File: src/rtl/mem_stream_reader.sv
// mem_stream_reader: sequential read master for a synchronous memory with a
// 1-cycle registered read. It walks addresses from start_addr for len words,
// wrapping at DEPTH, and presents the data as a valid/ready stream. A 2-entry
// output buffer absorbs the read latency. The read-ahead is bounded so that
// downstream backpressure never loses or duplicates a word.
//
//  state   | meaning
//  --------+----------------------------------------------------------
//  ST_IDLE | waiting for start; command inputs sampled only here
//  ST_RUN  | issuing reads and streaming words until the last one pops
//  ST_ZERO | len == 0 command; single done cycle, no stream beats
module mem_stream_reader #(
    parameter int  WIDTH = 32,
    parameter int  DEPTH = 256,
    localparam int AW    = $clog2(DEPTH)
) (
    input  logic             clk,
    input  logic             rst_n,
    input  logic             start,
    input  logic [AW-1:0]    start_addr,
    input  logic [AW:0]      len,
    output logic             busy,
    output logic             done,
    output logic [AW-1:0]    read_addr,
    input  logic [WIDTH-1:0] read_data,
    output logic [WIDTH-1:0] out_data,
    output logic             out_valid,
    input  logic             out_ready
);

    typedef enum logic [1:0] {
        ST_IDLE = 2'd0,
        ST_RUN  = 2'd1,
        ST_ZERO = 2'd2
    } state_t;

    localparam logic [AW-1:0] LAST_ADDR = AW'(DEPTH - 1);
    localparam logic [AW-1:0] ADDR_ONE  = {{(AW-1){1'b0}}, 1'b1};
    localparam logic [AW:0]   REM_ONE   = {{AW{1'b0}}, 1'b1};

    state_t           state_q;
    state_t           state_d;
    logic [AW-1:0]    addr_q;
    logic [AW-1:0]    addr_next;
    logic [AW:0]      remaining_q;
    logic             inflight_q;
    logic [1:0]       count_q;
    logic [WIDTH-1:0] buf0_q;
    logic [WIDTH-1:0] buf1_q;

    logic             cmd_accept;
    logic             pop;
    logic             push;
    logic             issue;
    logic             last_pop;
    logic [2:0]       credit_used;

    assign busy      = (state_q != ST_IDLE);
    assign read_addr = addr_q;
    assign out_data  = buf0_q;
    assign out_valid = (count_q != 2'd0);

    // Stream handshake, buffer credit and issue decision.
    always_comb begin
        pop         = out_valid && out_ready;
        push        = inflight_q;
        // Words already owned by the buffer or still coming out of mem,
        // minus the one leaving this cycle. Never underflows: pop needs count >= 1.
        credit_used = {1'b0, count_q} + {2'b0, inflight_q} - {2'b0, pop};
        issue       = (state_q == ST_RUN) && (remaining_q != '0) && (credit_used < 3'd2);
        // The final word is the only one left anywhere: nothing to issue,
        // nothing in flight, and it is the sole buffered entry.
        last_pop    = (state_q == ST_RUN) && pop && (count_q == 2'd1)
                      && !inflight_q && (remaining_q == '0);
        addr_next   = (addr_q == LAST_ADDR) ? '0 : (addr_q + ADDR_ONE);
    end

    // Next-state and command/done decode.
    always_comb begin
        state_d    = state_q;
        cmd_accept = 1'b0;
        done       = 1'b0;
        unique case (state_q)
            ST_IDLE: begin
                if (start) begin
                    cmd_accept = 1'b1;
                    state_d    = (len == '0) ? ST_ZERO : ST_RUN;
                end
            end
            ST_RUN: begin
                if (last_pop) begin
                    done    = 1'b1;
                    state_d = ST_IDLE;
                end
            end
            ST_ZERO: begin
                done    = 1'b1;
                state_d = ST_IDLE;
            end
            default: begin
                state_d = ST_IDLE;
            end
        endcase
    end

    // State register.
    always_ff @(posedge clk or negedge rst_n) begin
        if (!rst_n) begin
            state_q <= ST_IDLE;
        end else begin
            state_q <= state_d;
        end
    end

    // Read address walker and remaining-word down-counter.
    always_ff @(posedge clk or negedge rst_n) begin
        if (!rst_n) begin
            addr_q      <= '0;
            remaining_q <= '0;
        end else if (cmd_accept) begin
            addr_q      <= start_addr;
            remaining_q <= len;
        end else if (issue) begin
            addr_q      <= addr_next;
            remaining_q <= remaining_q - REM_ONE;
        end
    end

    // A read issued this cycle returns data on the following cycle.
    always_ff @(posedge clk or negedge rst_n) begin
        if (!rst_n) begin
            inflight_q <= 1'b0;
        end else begin
            inflight_q <= issue;
        end
    end

    // Two-entry FIFO: buf0 is the head shown on out_data, buf1 the second slot.
    always_ff @(posedge clk or negedge rst_n) begin
        if (!rst_n) begin
            buf0_q  <= '0;
            buf1_q  <= '0;
            count_q <= 2'd0;
        end else begin
            unique case ({push, pop})
                2'b10: begin
                    if (count_q == 2'd0) begin
                        buf0_q <= read_data;
                    end else begin
                        buf1_q <= read_data;
                    end
                    count_q <= count_q + 2'd1;
                end
                2'b01: begin
                    buf0_q  <= buf1_q;
                    count_q <= count_q - 2'd1;
                end
                2'b11: begin
                    // Occupancy unchanged; the new word lands behind whatever remains.
                    if (count_q == 2'd1) begin
                        buf0_q <= read_data;
                    end else begin
                        buf0_q <= buf1_q;
                        buf1_q <= read_data;
                    end
                end
                default: begin
                end
            endcase
        end
    end

endmodule

File: config.mk
export PLATFORM = sky130hd
export DESIGN_NAME = mem_stream_reader
export DESIGN_NICKNAME = d
export VERILOG_FILES = /design/src/rtl/mem_stream_reader.sv
export SDC_FILE = /design/constraint.sdc
export NUM_CORES = 1
export LEC_CHECK = 0
export CORE_ASPECT_RATIO = 1.75
export CORE_MARGIN = 5
export CORE_UTILIZATION = 50
export CTS_CLUSTER_DIAMETER = 30
export DETAILED_ROUTE_END_ITERATION = 10
export GPL_TIMING_DRIVEN = 0
export HOLD_SLACK_MARGIN = 0.06
export PLACE_DENSITY = 0.84
export SETUP_SLACK_MARGIN = 0.2
export SLEW_MARGIN = 20
export SYNTH_ARGS = -nofsm -noshare
export SYNTH_HDL_FRONTEND = slang
export SYNTH_SLANG_ARGS = --single-unit
File: constraint.sdc
create_clock -name clk -period 4.15 [get_ports clk]
set_input_delay 0.83 -clock clk [delete_from_list [all_inputs] [get_ports clk]]
set_output_delay 0.83 -clock clk [all_outputs]
set_load 0.1 [all_outputs]
==> impl_metrics.tcl, run 1 <==
set metrics [dict create \
    clock_skew_ns 0.0106 \
    synth_seq_cells 86 \
    syn_area_sq_mm 0.00414 \
    yosys-top-cells-area "dfrtp_1, mux2_2, mux2i_1" \
    fmax_mhz 284 \
    gp_routability_congestion 0.845 \
    clock_path_buffers 2 \
    synth_cells 376 \
    drive_above_1_share_pct 13.7 \
    setup_tns_ns 0 \
    setup_viol 0 \
    grt_max_degree 47 \
    startpoint_type "register" \
    drc 0 \
    yosysMostFrequentCell "dfrtp_1" \
    crit_family "simple AND/OR/NAND/NOR gates" \
    fin_crit_ns 3.52 \
    max_stage_delay_ns 0.48 \
    syn_to_final_growth_pct 33.1 \
    first_pass_iters 4 \
    grt_usage_pct 20.3 \
    cp_cell_sequence "inv_1 -> ha_1 -> or4b_1 -> buf_6 -> nor4_1 -> a21oi_1 -> nor2b_1 -> clkbuf_2" \
    synth_cell_type_count 51 \
    cts.htree.levels 3 \
    die_w_um 78.7 \
    start_util_pct 50.4 \
    slew_viol_final 0 \
    required_ns 3.32 \
    port_buffers 95 \
    outcome "completed" \
    ys_warn_count 0 \
    antenna_found_initial 0 \
    cts_hold_buf 0 \
    clk_latency_ns 0.34 \
    async_flop_share_pct 100 \
    drt-total-wl_um 9930 \
    cap_violations 0 \
    crit_path_top_delay_cell "or4b_1" \
    wl_per_cell_um 17.1 \
    yosys_most_used_dff "dfrtp_1" \
    diodes 0 \
    nFillCells 633 \
    grt_first_pass_wirelength_um 16200 \
    die_h_um 130 \
    syn_avg_cell_area_sq_um 11.0 \
    hp-class "in2async" \
    crit_path_max_fanout 7 \
    path_buf_inv 3 \
    nets 544 \
    synth_top_area_share_pct 52.0 \
    rsz0062_at_grt "false" \
    cp-end-kind "output port" \
    cts_resized 2 \
    clock-sinks 86 \
    die-area_sq_mm 0.0103 \
    hold_viol 0 \
    ant_nets 0 \
    dpl.hpwl_um 7530 \
    rr_startpoint "count_q[1]" \
    grt-ovfl-total 0 \
    path_clk_slew_ns 0.07 \
    syn-num-nets 437 \
    critPathLaunch "remaining_q[1]" \
    setup.worst_path.class "reg2out" \
    final_util_pct 67.1 \
    core_sq_mm 0.00820 \
    place_inst 564 \
    row_count 44 \
    synth_commonest_cells "dfrtp_1, nand2_1, o21ai_0" \
    layout.cells.non_filler 580 \
    cts_tree "built" \
    drt-initial-drc-count 174 \
    grt_pass1_vias 3433 \
    tightest_slew_ns 0.995 \
    seq_area_frac_synth_pct 52.0 \
    ios 96 \
    synth-edff-count 0 \
    cts_made_buffers 9 \
    yosysTopAreaCell "dfrtp_1" \
    post_cts_buffers 0 \
    relSlewSlack_pct 33.5 \
    cts_root_buf "clkbuf_16" \
    via_count 3305 \
    finalCritPeriodShare_pct 84.8 \
    viasPerCell 5.70 \
    worstPathArrival_ns 2.69 \
]
worst register-to-register path, delay by kind of cell (launching register included):
kind	cells	cell delay [ns]
AO/OA/AOI/OAI	2	0.33
buffers and inverters	1	0.13
adder cells (fa/ha/maj)	2	0.77
AND/OR/NAND/NOR	5	1.67
flip-flops	1	0.49
cell families (layout without fill, tap and decap cells):
kind of cell | after synthesis | after routing | share of synthesized area [%]
and+or+nand+nor | 100 | 100 | 11.5
xor gates and xnor gates | 4 | 4 | 0.847
buffers and inverters | 32 | 144 | 3.45
muxes | 68 | 68 | 17.5
AOI/OAI and AO/OA | 78 | 78 | 12.0
adders and majority gates | 8 | 8 | 2.60
DFF | 86 | 86 | 52.0
placed cells by master (no fill, tap or decap), types with 3 or more instances in the layout:
cell type and n:
a21oi_1 5, a31oi_1 7, buf_2 6, clkbuf_1 10, clkbuf_16 9, clkdlybuf4s50_1 93
dfrtp_1 86, ha_1 7, inv_1 13, inv_6 4, mux2_2 32, mux2i_1 35
nand2_1 49, nand2b_1 3, nand3_1 7, nor2_1 17, nor4_1 4, o21ai_0 45
xnor2_1 3
cell type report:
cell class              count  area (sq um)  area share [%]
repair buffers             96           963            17.5
flip-flops and latches     86          2150            39.1
plain buffers              18          90.1            1.64
well taps                  92           115            2.09
clock buffers               9           225            4.09
clock inverters             7          66.3            1.20
multi-input cells         258          1840            33.4
inverters                  14          52.6           0.955
path summary, 6_finish.rpt:
kind                                  endpoint  slack, ns  cells past startpoint
worst max-delay path                      done       0.63                      8
worst min-delay path                buf1_q[26]       0.48                      1
worst max register to register  remaining_q[7]       0.68                     10
worst min register to register    out_data[24]       0.48                      2
max in group asynchronous           buf1_q[15]       3.03                      2
min in group clk                  out_data[24]       0.48                      2
sequential cells by signal (all words and copies together) (netlist names):
name	flops
count_q	2
buf1_q	32
inflight_q	1
read_addr	8
remaining_q	9
state_q	2
out_data	32
stage by stage:
step	worst slack, ns	hold slack [ns]	cell area (sq um)
after global placement	-0.727	0.462	5200
after global routing	0.390	0.501	5510
after detailed placement	0.0513	0.470	5220
after floorplan	0.409	0.480	4140
after CTS	0.204	0.486	5510
final	0.631	0.480	5510
per-layer routing:
| metal | vias up | GRT usage (%) | share of wire [%] |
|---|---|---|---|
| met5 | - | 0 | 0 |
| met4 | 0 | 10.1 | 2.9 |
| met3 | 23 | 3.80 | 5.2 |
| met2 | 117 | 38.4 | 54 |
| met1 | 1608 | 21.0 | 37 |
| li1 | 1557 | - | - |
Power of run 1 is not shown: default switching activity piles up to over one toggle a cycle in this logic, so the estimate is an artifact.
==> run 2, diff against run 1 <==
--- a/config.mk
+++ b/config.mk
@@ -7,12 +7,12 @@
 export LEC_CHECK = 0
 export CORE_ASPECT_RATIO = 1.75
 export CORE_MARGIN = 5
-export CORE_UTILIZATION = 50
+export CORE_UTILIZATION = 45
 export CTS_CLUSTER_DIAMETER = 30
 export DETAILED_ROUTE_END_ITERATION = 10
 export GPL_TIMING_DRIVEN = 0
 export HOLD_SLACK_MARGIN = 0.06
-export PLACE_DENSITY = 0.84
+export PLACE_DENSITY = 0.8
 export SETUP_SLACK_MARGIN = 0.2
 export SLEW_MARGIN = 20
 export SYNTH_ARGS = -nofsm -noshare
==> constraint.sdc (replaced) <==
create_clock -name clk -period 3.1 [get_ports clk]
set_input_delay 0.62 -clock clk [delete_from_list [all_inputs] [get_ports clk]]
set_output_delay 0.62 -clock clk [all_outputs]
set_load 0.1 [all_outputs]
==> impl_metrics.tcl, run 2 (synthesis gave the netlist of run 1 again) <==
set metrics [dict create \
    grt_usage_pct 19.2 \
    cp-end-kind "register" \
    ant_nets 0 \
    required_ns 3.35 \
    clock-sinks 86 \
    crit_path_max_fanout 5 \
    outcome "completed" \
    dpl.hpwl_um 7600 \
    viasPerCell 5.42 \
    drc 0 \
    drt-initial-drc-count 133 \
    die_w_um 82.5 \
    antenna_found_initial 1 \
    reg2reg_setup_slack_ns 0.24 \
    hold_viol 0 \
    worstPathArrival_ns 3.11 \
    stdcell_area_sq_mm 0.00571 \
    port_buffers 95 \
    setup_viol 0 \
    fin_crit_ns 2.86 \
    row_count 46 \
    final_cell_mix "clkdlybuf4s50_1, dfrtp_1, nand2_1" \
    via_count 3341 \
    grt-ovfl-total 0 \
    cp_cell_sequence "inv_1 -> ha_4 -> nand2b_4 -> nor2_4 -> o21ai_1 -> fa_1 -> nand2_1 -> or4_4 -> or4b_1 -> a31oi_1" \
    place_inst 592 \
    tightest_slew_ns 1.00 \
    drive_above_1_share_pct 17.6 \
    crit_family "simple AND/OR/NAND/NOR gates" \
    cts.htree.levels 3 \
    wl_per_cell_um 16.6 \
    grt_max_degree 58 \
    clk_latency_ns 0.33 \
    cts_made_buffers 9 \
    path_clk_slew_ns 0.06 \
    path_buf_inv 1 \
    setup.worst_path.class "reg2reg" \
    finalCritPeriodShare_pct 92.1 \
    hp-class "in2async" \
    grt_first_pass_wirelength_um 16600 \
    first_pass_iters 4 \
    rsz0062_at_grt "true" \
    drt-total-wl_um 10200 \
    startpoint_type "register" \
    layout.cells.non_filler 616 \
    rr_worst_depth 10 \
    core_sq_mm 0.00904 \
    ios 96 \
    start_util_pct 45.8 \
    setup_tns_ns 0 \
    gp_routability_congestion 0.845 \
    slew_viol_final 0 \
    mostFrequentLayoutCell "clkdlybuf4s50_1" \
    cts_root_buf "clkbuf_16" \
    max_stage_delay_ns 0.52 \
    cap_violations 0 \
    clock_path_buffers 2 \
    fmax_mhz 350 \
    clock_skew_ns 0.00517 \
    relSlewSlack_pct 33.0 \
    die_h_um 137 \
    grt_pass1_vias 3590 \
    crit_path_top_delay_cell "fa_1" \
    syn_to_final_growth_pct 38.0 \
    nets 551 \
    cts_tree "built" \
    place_area_sq_mm 0.00529 \
    path_depth 10 \
    die-area_sq_mm 0.0113 \
]
[run 2: per-stage QoR]
step	utilization, %	hold slack (ns)	worst slack (ns)
6_report	63.2	0.212	0.244
5_1_grt	63.2	0.230	0.148
4_1_cts	62.9	0.213	0.190
3_5_place_dp	58.5	0.470	-0.576
3_3_place_gp	58.2	0.462	-2.00
2_1_floorplan	-	0.324	0.212
[run 2: cell type report]
class                      instances  area [sq um]
antenna                            1          2.50
buffer                            18          90.1
clock buffer                      10           229
clock inverter                     6          70.1
fill                             725          3330
inverter                          14          52.6
multi-input combinational        258          1920
sequential                        86          2150
tap                              120           150
timing repair buffer             103          1040
[run 2: timing repair]
item,4_1_cts,5_1_grt
setup endpoints to repair,14,10
buffers inserted,5,2
hold buffers,0,0
pin swaps,2,2
resized for setup,21,4
[run 2: path summary, 6_finish.rpt]
kind,start,to
hold / removal,rst_n,out_data[29]
min in group clk,out_data[24],out_data[24]
max in group asynchronous,rst_n,count_q[1]
setup / recovery,count_q[0],remaining_q[7]
hold reg to reg,out_data[24],out_data[24]
setup reg to reg,count_q[0],remaining_q[7]
[run 2: per-layer routing]
| layer | GRT usage (%) | vias to the layer above | part of all wire [%] | wire [um] |
|---|---|---|---|---|
| met5 | 0 | - | 0 | 0 |
| li1 | - | 1574 | - | - |
| met2 | 35.3 | 115 | 55 | 5610 |
| met4 | 7.95 | 0 | 2.1 | 210 |
| met3 | 4.61 | 17 | 6.7 | 681 |
| met1 | 20.0 | 1635 | 36 | 3730 |
Power of run 2 is left out for the same reason.
==> run 3, diff against run 2 <==
--- a/config.mk
+++ b/config.mk
@@ -8,7 +8,6 @@
 export CORE_ASPECT_RATIO = 1.75
 export CORE_MARGIN = 5
 export CORE_UTILIZATION = 45
-export CTS_CLUSTER_DIAMETER = 30
 export DETAILED_ROUTE_END_ITERATION = 10
 export GPL_TIMING_DRIVEN = 0
 export HOLD_SLACK_MARGIN = 0.06
==> results of run 3 <==
Final layout, timing and power as in run 2 (identical DEF).
Power of run 3 is left out for the same reason.
